File: src/rtl/cnn_link_pkg.sv
// Shared definitions for the host-link sequencer and its host-side models:
// state encoding, framing bytes and the running checksum helper.
package cnn_link_pkg;

    typedef enum logic [2:0] {
        IDLE      = 3'd0,
        RECV      = 3'd1,
        CHECK     = 3'd2,
        START     = 3'd3,
        WAIT_DONE = 3'd4,
        SEND      = 3'd5,
        WAIT_TX   = 3'd6
    } link_state_e;

    localparam logic [7:0] SYNC_BYTE = 8'hA5;
    localparam logic [7:0] ERR_BYTE  = 8'hEE;

    function automatic logic [7:0] csum_update(input logic [7:0] acc, input logic [7:0] data);
        return acc ^ data;
    endfunction

endpackage

File: src/rtl/uart_frame_ctrl_byte_timeout.sv
// byte_timeout: inter-byte idle watchdog. Down-counter reloaded by i_clr,
// decremented by i_en, saturating at zero; o_tc flags the terminal count.
module byte_timeout #(
    parameter int TIMEOUT_CLKS = 50000
) (
    input  logic i_clk,
    input  logic i_rst_n,
    input  logic i_clr,
    input  logic i_en,
    output logic o_tc
);

    localparam int TW = (TIMEOUT_CLKS > 1) ? $clog2(TIMEOUT_CLKS) : 1;
    localparam logic [TW-1:0] LOAD_VAL = TW'(TIMEOUT_CLKS - 1);
    localparam logic [TW-1:0] ZERO_VAL = {TW{1'b0}};
    localparam logic [TW-1:0] ONE_VAL  = TW'(1);

    logic [TW-1:0] r_cnt;
    logic [TW-1:0] w_cnt_nxt;
    logic          r_tc;

    // Next count: reload wins over decrement; zero holds so the count never wraps.
    always_comb begin
        w_cnt_nxt = r_cnt;
        if (i_clr) begin
            w_cnt_nxt = LOAD_VAL;
        end else if (i_en && (r_cnt != ZERO_VAL)) begin
            w_cnt_nxt = r_cnt - ONE_VAL;
        end else begin
            w_cnt_nxt = r_cnt;
        end
    end

    // Remaining-clocks register; reloaded value is the "zero idle clocks" point.
    always_ff @(posedge i_clk or negedge i_rst_n) begin
        if (!i_rst_n) begin
            r_cnt <= LOAD_VAL;
            r_tc  <= 1'b0;
        end else begin
            r_cnt <= w_cnt_nxt;
            r_tc  <= (w_cnt_nxt == ZERO_VAL);
        end
    end

    assign o_tc = r_tc;

endmodule

File: src/rtl/uart_frame_ctrl.sv
// uart_frame_ctrl: parses A5-framed image uploads into the image buffer, kicks
// the CNN core and returns its class byte. Optional trailing XOR checksum: FRAME_CHECKSUM_EN.
module uart_frame_ctrl
    import cnn_link_pkg::*;
#(
    parameter int IMG_BYTES    = 784,
    parameter int TIMEOUT_CLKS = 50000
) (
    input  logic                         clk,
    input  logic                         reset_n,
    input  logic                         rx_dv,
    input  logic [7:0]                   rx_byte,
    output logic                         tx_dv,
    output logic [7:0]                   tx_byte,
    input  logic                         tx_busy,
    output logic                         img_we,
    output logic [$clog2(IMG_BYTES)-1:0] img_addr,
    output logic [7:0]                   img_wdata,
    output logic                         start,
    input  logic                         done,
    input  logic [3:0]                   result,
    output logic                         busy,
    output logic                         err
);

    localparam int AW = $clog2(IMG_BYTES);
    localparam logic [AW-1:0] LAST_IDX = AW'(IMG_BYTES - 1);
    localparam logic [AW-1:0] ZERO_IDX = {AW{1'b0}};
    localparam logic [AW-1:0] ONE_IDX  = AW'(1);

`ifdef FRAME_CHECKSUM_EN
    localparam link_state_e PIX_DONE_ST = CHECK;
`else
    localparam link_state_e PIX_DONE_ST = START;
`endif

    link_state_e r_state, w_state_nxt;
    logic [AW-1:0] r_idx, w_idx_nxt;
    logic          r_tx_skip, w_tx_skip_nxt;
    logic          r_tx_dv, w_tx_dv_nxt;
    logic [7:0]    r_tx_byte, w_tx_byte_nxt;
    logic          r_img_we, w_img_we_nxt;
    logic [AW-1:0] r_img_addr, w_img_addr_nxt;
    logic [7:0]    r_img_wdata, w_img_wdata_nxt;
    logic          r_start, w_start_nxt;
    logic          r_busy, w_busy_nxt;
    logic          r_err, w_err_nxt;
    logic          w_to_clr, w_to_en, w_to_tc;
`ifdef FRAME_CHECKSUM_EN
    logic [7:0]    r_csum, w_csum_nxt;
`endif

    // Watchdog idles reloaded outside a frame and restarts on every received byte.
    assign w_to_clr = rx_dv || (r_state == IDLE);
    assign w_to_en  = (r_state == RECV) || (r_state == CHECK);

    byte_timeout #(
        .TIMEOUT_CLKS (TIMEOUT_CLKS)
    ) u_byte_timeout (
        .i_clk   (clk),
        .i_rst_n (reset_n),
        .i_clr   (w_to_clr),
        .i_en    (w_to_en),
        .o_tc    (w_to_tc)
    );

    // Next-state and next-output decode for the frame sequencer.
    always_comb begin
        w_state_nxt     = r_state;
        w_idx_nxt       = r_idx;
        w_tx_skip_nxt   = r_tx_skip;
        w_tx_dv_nxt     = 1'b0;
        w_tx_byte_nxt   = r_tx_byte;
        w_img_we_nxt    = 1'b0;
        w_img_addr_nxt  = r_img_addr;
        w_img_wdata_nxt = r_img_wdata;
        w_start_nxt     = 1'b0;
        w_err_nxt       = 1'b0;
`ifdef FRAME_CHECKSUM_EN
        w_csum_nxt      = r_csum;
`endif
        case (r_state)
            IDLE: begin
                if (rx_dv && (rx_byte == SYNC_BYTE)) begin
                    w_state_nxt = RECV;
                    w_idx_nxt   = ZERO_IDX;
`ifdef FRAME_CHECKSUM_EN
                    w_csum_nxt  = 8'h00;
`endif
                end else begin
                    w_state_nxt = IDLE;
                end
            end
            RECV: begin
                // A byte arriving on the terminal-count clock is still accepted.
                if (rx_dv) begin
                    w_img_we_nxt    = 1'b1;
                    w_img_addr_nxt  = r_idx;
                    w_img_wdata_nxt = rx_byte;
`ifdef FRAME_CHECKSUM_EN
                    w_csum_nxt      = csum_update(r_csum, rx_byte);
`endif
                    if (r_idx == LAST_IDX) begin
                        w_state_nxt = PIX_DONE_ST;
                    end else begin
                        w_idx_nxt = r_idx + ONE_IDX;
                    end
                end else if (w_to_tc) begin
                    w_err_nxt   = 1'b1;
                    w_state_nxt = IDLE;
                end else begin
                    w_state_nxt = RECV;
                end
            end
`ifdef FRAME_CHECKSUM_EN
            CHECK: begin
                if (rx_dv) begin
                    if (rx_byte == r_csum) begin
                        w_state_nxt = START;
                    end else begin
                        w_err_nxt     = 1'b1;
                        w_tx_byte_nxt = ERR_BYTE;
                        w_state_nxt   = SEND;
                    end
                end else if (w_to_tc) begin
                    w_err_nxt   = 1'b1;
                    w_state_nxt = IDLE;
                end else begin
                    w_state_nxt = CHECK;
                end
            end
`endif
            START: begin
                w_start_nxt = 1'b1;
                w_state_nxt = WAIT_DONE;
            end
            WAIT_DONE: begin
                if (done) begin
                    w_tx_byte_nxt = {4'h0, result};
                    w_state_nxt   = SEND;
                end else begin
                    w_state_nxt = WAIT_DONE;
                end
            end
            SEND: begin
                if (!tx_busy) begin
                    w_tx_dv_nxt   = 1'b1;
                    w_tx_skip_nxt = 1'b1;
                    w_state_nxt   = WAIT_TX;
                end else begin
                    w_state_nxt = SEND;
                end
            end
            WAIT_TX: begin
                // The transmitter raises tx_busy a clock late; ignore it on the first clock.
                if (r_tx_skip) begin
                    w_tx_skip_nxt = 1'b0;
                end else if (!tx_busy) begin
                    w_state_nxt = IDLE;
                end else begin
                    w_state_nxt = WAIT_TX;
                end
            end
            default: begin
                w_state_nxt = IDLE;
            end
        endcase
        w_busy_nxt = (w_state_nxt != IDLE);
    end

    // Sequencer state, pixel index and WAIT_TX first-clock flag.
    always_ff @(posedge clk or negedge reset_n) begin
        if (!reset_n) begin
            r_state   <= IDLE;
            r_idx     <= ZERO_IDX;
            r_tx_skip <= 1'b0;
        end else begin
            r_state   <= w_state_nxt;
            r_idx     <= w_idx_nxt;
            r_tx_skip <= w_tx_skip_nxt;
        end
    end

    // Registered outputs toward the buffer, core and transmitter.
    always_ff @(posedge clk or negedge reset_n) begin
        if (!reset_n) begin
            r_tx_dv     <= 1'b0;
            r_tx_byte   <= 8'h00;
            r_img_we    <= 1'b0;
            r_img_addr  <= ZERO_IDX;
            r_img_wdata <= 8'h00;
            r_start     <= 1'b0;
            r_busy      <= 1'b0;
            r_err       <= 1'b0;
        end else begin
            r_tx_dv     <= w_tx_dv_nxt;
            r_tx_byte   <= w_tx_byte_nxt;
            r_img_we    <= w_img_we_nxt;
            r_img_addr  <= w_img_addr_nxt;
            r_img_wdata <= w_img_wdata_nxt;
            r_start     <= w_start_nxt;
            r_busy      <= w_busy_nxt;
            r_err       <= w_err_nxt;
        end
    end

`ifdef FRAME_CHECKSUM_EN
    // Running XOR of the pixels of the current frame.
    always_ff @(posedge clk or negedge reset_n) begin
        if (!reset_n) begin
            r_csum <= 8'h00;
        end else begin
            r_csum <= w_csum_nxt;
        end
    end
`endif

    assign tx_dv     = r_tx_dv;
    assign tx_byte   = r_tx_byte;
    assign img_we    = r_img_we;
    assign img_addr  = r_img_addr;
    assign img_wdata = r_img_wdata;
    assign start     = r_start;
    assign busy      = r_busy;
    assign err       = r_err;

endmodule

File: config.mk
export PLATFORM = sky130hd
export DESIGN_NAME = uart_frame_ctrl
export DESIGN_NICKNAME = d
export VERILOG_FILES = /design/src/rtl/cnn_link_pkg.sv /design/src/rtl/uart_frame_ctrl_byte_timeout.sv /design/src/rtl/uart_frame_ctrl.sv
export SDC_FILE = /design/constraint.sdc
export NUM_CORES = 1
export LEC_CHECK = 0
export BUFFER_PORTS_ARGS = -buffer_cell sky130_fd_sc_hd__buf_2
export CORE_MARGIN = 5
export CORE_UTILIZATION = 45
export DETAILED_ROUTE_END_ITERATION = 8
export MAX_ROUTING_LAYER = met4
export PLACE_DENSITY = 0.69
export SLEW_MARGIN = 25
export SYNTH_ARGS = -nofsm -noshare
export SYNTH_HDL_FRONTEND = slang
export SYNTH_HIERARCHICAL = 1
export SYNTH_SLANG_ARGS = --single-unit
File: constraint.sdc
create_clock -name clk -period 2.4 [get_ports clk]
set_input_delay 0.6 -clock clk [delete_from_list [all_inputs] [get_ports clk]]
set_output_delay 0.6 -clock clk [all_outputs]
set_load 0.05 [all_outputs]
==> qor.txt <==
Pwr Total -> 3.84 mW
area delta synth->final -> 21.7%
top cells by area, synth -> dfrtp_1 (43%), mux2_2 (8.7%), dfstp_2 (8.3%)
Fin. Hold Viols -> 0
Final TNS setup -> 0 ps
PortBufs -> 43
post-DP HPWL -> 4.13 mm
die footprint -> 8000 sq um
Max Cap Violations -> 0
crit-path max FO -> 9
slowest stage delay, CP -> 650 ps
CP Buf/Inv Count -> 0
Post-DP Area -> 3200 sq um
R2R cell count -> 4
Worst Hold Class -> primary input to async pin
syn avg cell area -> 11.3 sq um
library cells used by synthesis -> 54
RSZ-0062 raised after global routing -> false
Hold WS -> 157 ps
most used flip-flop cell after synthesis -> dfrtp_1
power density cells -> 1110 nW/um^2
sequential area share after synthesis -> 51.5%
Setup WS pre-CTS -> 89.6 ps
number of cells on the critical path -> 4
diode count -> 0
routed wire length per instance -> 14.5 um
share of layout cells above drive strength 1 -> 40.6%
Final Cell Area -> 3450 sq um
adder-cell share of the synthesized area -> 1.32%
Final Max Tran Viols -> 0
Tcrit/Tclk final -> 93.9%
Synth Area in Simple Gates -> 21.4%
Critical Path End -> u_byte_timeout/o_tc
Starting Density -> 45.5%
CP startpoint -> u_byte_timeout/r_cnt[2]
status -> completed
die width -> 89.4 um
nets -> 330
Max clock buf depth -> 2
CTS tree -> yes
Synth top area share -> 43.2%
via count -> 2082
antenna-violating nets left -> 0
I/O Pins -> 48
top post-synthesis cells by count -> dfrtp_1 (49), nor2_1 (23), mux2_2 (22), xnor2_1 (11)
multiplexer share of the synthesized area -> 8.73%
type of origin of the critical path -> flop
largest net degree at the start of global routing -> 46
Worst EP required -> 2650 ps
TritonCTS Buffers -> 9
ys async rst share -> 100%
synthesized area -> 2840 sq um
first-pass GRT wire length -> 9.87 mm
post-synthesis register bit count -> 58
Leakage -> 1.56 nW
Final min period -> 2250 ps
H-tree depth -> 3
vias per cell -> 5.31
Overflow after GRT -> 0
Remaining DRCs -> 0
Synth Area in XOR/XNOR -> 5.86%
crit end category -> flop
Syn. warnings -> 6
DRT Pass-1 Iters -> 4
reg2reg end -> u_byte_timeout/o_tc
Final WS setup -> 146 ps
initial antenna violation count -> 0
wirelength, routed -> 5.69 mm
Clock Root Buffer -> clkbuf_8
clock skew -> 3.54 ps
GR Util All Layers -> 16.7%
GPL Wtd Cong -> 0.848
setup slack, reg-to-reg -> 150 ps
CP max stage cell -> or4_4
FMAX -> 444 MHz
later-pin clock latency in the skew report -> 330 ps
count leader, synth -> dfrtp_1
Crit Reg-Reg Startpoint -> u_byte_timeout/r_cnt[2]
CP top delay family -> simple AND/OR/NAND/NOR gates
Crit Path Category -> flop to flop
CORE AREA -> 6240 sq um
dominant cell type by area after synthesis -> dfrtp_1
CP cell instances -> or4_4, or4_4, a211o_1, nor4_2
CTS sink count -> 58
EDFF count, synth -> 0
final setup fails -> 0
Die Height -> 89.4 um
largest family of logic cells by synthesized area -> simple AND/OR/NAND/NOR gates
Synth Area in Compound Gates -> 6.96%
row count -> 29
Cells after Synth -> 251
Filler Cells Inserted -> 526
crit path DAT -> 2500 ps
worst vdd ir -> 0.844 mV
clock-pin slew of the registers on the worst-case setup and hold paths -> 60 ps
DR iter-0 viols -> 68
vias in the first global route -> 2064
crit-path most repeated cell -> or4_4
[sequential cells by signal (all words and copies together) (netlist names)]
name / flops
u_byte_timeout/r_cnt: 16
img_addr: 10
r_idx: 10
img_wdata: 8
tx_byte: 4
r_state: 3
busy: 1
err: 1
img_we: 1
r_tx_skip: 1
start: 1
tx_dv: 1
u_byte_timeout/o_tc: 1
[per-stage QoR]
stage	std cells	utilization (%)
3_5_place_dp	376	51.2
3_3_place_gp	376	51.2
2_1_floorplan	254	-
6_report	392	55.4
5_1_grt	392	55.4
4_1_cts	392	54.9
[metal layers]
layer	vias to the layer above	part of all wire [%]	GRT usage [%]
li1	1006	-	-
met1	1012	48	22.0
met2	58	46	24.9
met3	6	5.2	5.35
met4	0	0.84	4.47
met5	-	0	-
[cells by family after synthesis]
family / after synthesis
and+or+nand+nor: 102
DFF: 58
AOI/OAI and AO/OA: 27
muxes: 22
xor gates and xnor gates: 19
buffers and inverters: 19
adders and majority gates: 3
other: 1
[power breakdown]
part	switching [mW]	leakage, nW	internal (mW)	total [mW]
logic	0.948	0.710	0.474	1.42
registers	0.146	0.735	1.21	1.35
clock network	0.384	0.120	0.684	1.07
total	1.48	1.56	2.36	3.84
[cell usage in the layout, fill, tap and decap left out, types with 6 or more instances in the layout]
cell type,count
dfrtp_1,49
buf_2,43
nor2_1,22
mux2_2,22
buf_4,14
xnor2_1,11
nand2_1,10
nor3_1,9
clkbuf_8,9
dfstp_2,9
nand2b_1,8
nand3_1,8
xor2_1,8
a21oi_1,6
o21ai_0,6
nor4_1,6
[how the worst min path moves through the flow]
stage / depth (start not counted) / from / end
floorplan: 0 / reset_n / busy
global placement: 1 / img_addr[9] / img_addr[9]
detailed placement: 1 / img_addr[9] / img_addr[9]
CTS: 1 / reset_n / img_addr[5]
global route: 1 / reset_n / img_addr[5]
finish: 1 / reset_n / img_addr[5]
[layout make-up]
cell class	count	area (sq um)	share of cell area [%]
sequential	58	1460	42.3
multi-input combinational	177	1300	37.6
timing repair buffer	58	340	9.85
clock buffer	10	128	3.69
clock inverter	6	105	3.04
tap	77	96.3	2.79
inverter	6	25.0	0.724
[what timing repair did]
action	CTS	global route
endpoints found under the setup margin	0	4
gates resized for setup	0	8
hold buffers	0	0
setup buffers	0	0
No activity file was read; power rests on OpenSTA's default activity.
